[src/rtl/fx_narrow_sat.sv]
// Signed fixed-point narrowing converter: LSB quantization (round/floor) then
// MSB saturation or wrap, over a two-stage valid/ready pipeline with an overflow counter.
module fx_narrow_sat #(
   parameter int IN_W     = 14,
   parameter int IN_FRAC  = 2,
   parameter int OUT_W    = 12,
   parameter int OUT_FRAC = 1,
   parameter bit ROUND    = 1'b1,
   parameter bit SAT      = 1'b1,
   parameter int CNT_W    = 16
) (
   input  logic             clk,
   input  logic             rst_n,
   input  logic             i_valid,
   output logic             o_ready,
   input  logic [IN_W-1:0]  i_data,
   output logic             o_valid,
   input  logic             i_ready,
   output logic [OUT_W-1:0] o_data,
   output logic             o_ovf,
   input  logic             i_ovf_clr,
   output logic [CNT_W-1:0] o_ovf_cnt
);

   localparam int SH   = IN_FRAC - OUT_FRAC;
   localparam int R1_W = IN_W + 1 - SH;

   logic             v1;
   logic             v2;
   logic             adv1;
   logic             adv2;
   logic [R1_W-1:0]  r1;
   logic [R1_W-1:0]  q1;
   logic [IN_W:0]    ext;
   logic [IN_W:0]    biased;

   assign ext = {i_data[IN_W-1], i_data};

   // One extra headroom bit means adding the half-LSB can never overflow.
   generate
      if (SH > 0 && ROUND) begin : g_round
         assign biased = ext + ((IN_W + 1)'(1) << (SH - 1));
      end else begin : g_floor
         assign biased = ext;
      end
   endgenerate

   assign q1 = R1_W'($signed(biased) >>> SH);

   logic [R1_W-OUT_W:0] upper;
   logic                ovf2;
   logic [OUT_W-1:0]    d2;

   // In range exactly when every bit above the output sign bit matches it.
   assign upper = r1[R1_W-1:OUT_W-1];
   assign ovf2  = !((&upper) || !(|upper));

   always_comb begin
      d2 = r1[OUT_W-1:0];
      if (SAT && ovf2) begin
         d2 = r1[R1_W-1] ? {1'b1, {(OUT_W-1){1'b0}}} : {1'b0, {(OUT_W-1){1'b1}}};
      end
   end

   assign adv2    = !v2 || i_ready;
   assign adv1    = !v1 || adv2;
   assign o_ready = adv1;
   assign o_valid = v2;

   always_ff @(posedge clk or negedge rst_n) begin
      if (!rst_n) begin
         v1 <= 1'b0;
         r1 <= '0;
      end else if (adv1) begin
         v1 <= i_valid;
         if (i_valid) begin
            r1 <= q1;
         end
      end
   end

   always_ff @(posedge clk or negedge rst_n) begin
      if (!rst_n) begin
         v2     <= 1'b0;
         o_data <= '0;
         o_ovf  <= 1'b0;
      end else if (adv2) begin
         v2 <= v1;
         if (v1) begin
            o_data <= d2;
            o_ovf  <= ovf2;
         end
      end
   end

   logic ovf_hs;
   assign ovf_hs = v2 && i_ready && o_ovf;

   always_ff @(posedge clk or negedge rst_n) begin
      if (!rst_n) begin
         o_ovf_cnt <= '0;
      end else if (i_ovf_clr) begin
         o_ovf_cnt <= ovf_hs ? CNT_W'(1) : '0;
      end else if (ovf_hs && (o_ovf_cnt != {CNT_W{1'b1}})) begin
         o_ovf_cnt <= o_ovf_cnt + CNT_W'(1);
      end
   end

endmodule

[config.mk]
export PLATFORM = sky130hd
export DESIGN_NAME = fx_narrow_sat
export DESIGN_NICKNAME = d
export VERILOG_FILES = /design/src/rtl/fx_narrow_sat.sv
export SDC_FILE = /design/constraint.sdc
export NUM_CORES = 1
export LEC_CHECK = 0
export ABC_AREA = 1
export CAP_MARGIN = 30
export CORE_MARGIN = 5
export CORE_UTILIZATION = 45
export DETAILED_ROUTE_END_ITERATION = 16
export DONT_BUFFER_PORTS = 1
export PLACE_DENSITY = 0.59
export REMOVE_ABC_BUFFERS = 1
export SYNTH_ARGS = -nofsm -noshare
export SYNTH_HDL_FRONTEND = slang
export SYNTH_SLANG_ARGS = --single-unit
[constraint.sdc]
create_clock -name clk -period 1.9 [get_ports clk]
set_input_delay 0.19 -clock clk [delete_from_list [all_inputs] [get_ports clk]]
set_output_delay 0.19 -clock clk [all_outputs]
set_load 0.01 [all_outputs]
==> flow_metrics.env <==
export IMPL_r2r_slack_ps=200
export IMPL_grt_max_degree=46
export IMPL_start_util=0.468
export IMPL_dp_cells=402
export IMPL_grt_first_pass_wirelength_um=10100
export IMPL_dieArea_um2=6910
export IMPL_grt_overflow_total=0
export IMPL_hold_viol=0
export IMPL_gp_congestion=0.804
export IMPL_clockBufferDepth=2
export IMPL_cts_buffers=5
export IMPL_fin_skew_ps=11.2
export IMPL_synthDistinctLibCells=29
export IMPL_drt_vias_per_instance=5.05
export IMPL_synthAdderAreaFrac=0.0104
export IMPL_ys_seq_elements=45
export IMPL_wl_per_cell_um=13.9
export IMPL_criticalPathCategory="register to register"
export IMPL_post_route_worst_setup_slack_ps=203
export IMPL_cts_sinks=45
export IMPL_startpoint_type="register"
export IMPL_synth_mux_area_frac=0
export IMPL_io_buffers=0
export IMPL_place_area_um2=2610
export IMPL_relSlewSlack=0.625
export IMPL_drive_above_1_share=0.120
export IMPL_hp_class="input port to register"
export IMPL_fmax_mhz=589
export IMPL_die_w_um=83.1
export IMPL_place_ws_ps=-16.3
export IMPL_setup_viol=0
export IMPL_num_rows=26
export IMPL_crit_required_ps=2090
export IMPL_clockRootBuffer="clkbuf_8"
export IMPL_cellPowerDensity_nw_per_um2=867
export IMPL_final_cell_mix="108 x nand2_1, 45 x dfrtp_1, 28 x nor2_1"
export IMPL_crit_fanout=15
export IMPL_synth_compound_area_frac=0.111
export IMPL_syn_inst=319
export IMPL_num_fill_cells=534
export IMPL_total_power_uw=2380
export IMPL_avgSynthCellArea_um2=7.54
export IMPL_syn_area_um2=2400
export IMPL_diodes=0
export IMPL_slew_violations=0
export IMPL_grt_total_usage=0.177
export IMPL_cp_data_arrival_time_ps=1890
export IMPL_dp_hpwl_um=4260
export IMPL_ioPinCount=50
export IMPL_status="finished, final reports clean"
export IMPL_ys_seq_area_frac=0.468
export IMPL_worst_pin_slew_ps=562
export IMPL_die_h_um=83.1
export IMPL_clock_latency_ps=310
export IMPL_final_nets=362
export IMPL_coreArea_um2=5140
export IMPL_instances_no_fill=412
export IMPL_synth_top_family_by_area="simple AND/OR/NAND/NOR gates"
export IMPL_multi_input_area_um2=1130
export IMPL_fin_crit_sh=0.893
export IMPL_dr_first_iter_drc_count=170
export IMPL_design_area_um2=2750
export IMPL_layout_min_cycle_time_ps=1700
export IMPL_cts_htree_levels=2
export IMPL_routed_wl_um=5730
export IMPL_area_sequential_um2=1130
export IMPL_cap_violations=0
export IMPL_drt_pass1_iterations=4
export IMPL_post_cts_buffers=0
export IMPL_area_growth_pct=14.3
export IMPL_fin_util=0.535
export IMPL_synth_xor_area_frac=0.0328
export IMPL_final_common_cell="nand2_1"
export IMPL_irDropWorstVdd_mv=0.319
export IMPL_power_leakage_uw=0.00131
export IMPL_vias=2082
export IMPL_yosys_warnings=0
export IMPL_antenna_found_initial=0
export IMPL_clkSlewWorstSetupHoldPaths_ps=90
export IMPL_ant_nets=0
export IMPL_grt_pass1_vias=2022
export IMPL_yosys_area_share_simple=0.315
export IMPL_drc_errors=0
export IMPL_end_kind="register"
export IMPL_rsz0062_at_grt="no"
export IMPL_cts_tree="done"
-- routing by layer --
| layer | vias to the layer above | GRT usage | share of wire |
|---|---|---|---|
| met2 | 59 | 0.242 | 0.40 |
| met5 | - | 0 | 0 |
| li1 | 1071 | - | - |
| met3 | 5 | 0.0545 | 0.072 |
| met1 | 947 | 0.264 | 0.51 |
| met4 | 0 | 0.0579 | 0.011 |
-- repair_timing --
action,4_1_cts,5_1_grt
hold buffers,2,0
endpoints found under the setup margin,10,0
endpoints found under the hold margin,45,0
gates resized for setup,1,0
-- worst max-delay path, stage by stage, from the launching register on --
cell and delay (ps):
dfrtp_1 400, ha_1 250, nand2_2 100, nor2_4 60, nand2_4 90, nor2_4 50, o21ai_2 200, clkinv_2 260
nand2_1 130, nand2_1 50
-- through the flow --
step,TNS [ps],hold slack (ps)
2_1_floorplan,0,-106
3_3_place_gp,-20.0,-104
3_5_place_dp,-60.1,-104
4_1_cts,0,13.9
5_1_grt,0,18.5
6_report,0,18.4
-- cell type report --
cell class                 instances  area share
multi-input combinational        238       0.411
sequential                        45       0.410
timing repair buffer              24      0.0737
inverter                          27      0.0373
tap                               70      0.0319
clock buffer                       6      0.0300
clock inverter                     2     0.00592
-- path summary, 6_finish.rpt --
check	startpoint	to	depth (start not counted)
setup / recovery	o_ovf_cnt[0]	o_ovf_cnt[0]	9
hold / removal	i_data[8]	r1[7]	2
setup reg to reg	o_ovf_cnt[0]	o_ovf_cnt[0]	9
hold reg to reg	r1[0]	r1[0]	2
max in group asynchronous	rst_n	o_ovf_cnt[6]	2
min in group asynchronous	rst_n	o_data[1]	2
-- synthesized netlist by cell type --
| cell | n | area, µm² |
|---|---|---|
| nand3_1 | 19 | 95.1 |
| o21ai_2 | 1 | 8.76 |
| a21o_1 | 1 | 7.51 |
| clkbuf_1 | 2 | 7.51 |
| nand2_4 | 1 | 11.3 |
| nand4_1 | 10 | 62.6 |
| clkinv_2 | 1 | 5.00 |
| a21oi_1 | 27 | 135 |
| a31oi_1 | 2 | 12.5 |
| nor2_1 | 29 | 109 |
| xnor2_1 | 3 | 26.3 |
| nor3_1 | 3 | 15.0 |
| nand2_2 | 1 | 6.26 |
| buf_2 | 5 | 25.0 |
| ha_1 | 2 | 25.0 |
| a22oi_1 | 1 | 7.51 |
| buf_6 | 1 | 11.3 |
| or2_2 | 1 | 6.26 |
| o21bai_1 | 1 | 7.51 |
| dfrtp_1 | 45 | 1130 |
| o21ai_0 | 16 | 80.1 |
| nor3b_1 | 1 | 7.51 |
| xor2_1 | 6 | 52.6 |
| nor2_4 | 3 | 33.8 |
| nor2_2 | 1 | 6.26 |
| buf_1 | 1 | 3.75 |
| inv_1 | 26 | 97.6 |
| nand2_1 | 108 | 405 |
| o211ai_1 | 1 | 7.51 |
-- report_power, final --
| group | switching (µW) | leakage [µW] | internal [µW] |
|---|---|---|---|
| registers | 164 | 0.000556 | 1120 |
| clock network | 352 | 0.0000478 | 300 |
| logic | 285 | 0.000702 | 162 |
| total | 801 | 0.00131 | 1580 |
-- cell families after synthesis --
group / Yosys count
buffers and inverters: 36
DFF: 45
xor gates and xnor gates: 9
adders and majority gates: 2
and+or+nand+nor: 177
AOI/OAI and AO/OA: 50
-- sequential cells by signal, indices dropped and copies added, names as in the netlist --
register	cells
o_ovf	1
o_data	12
r1	14
o_ovf_cnt	16
v1	1
o_valid	1
Power figures use the tool's default switching activity.
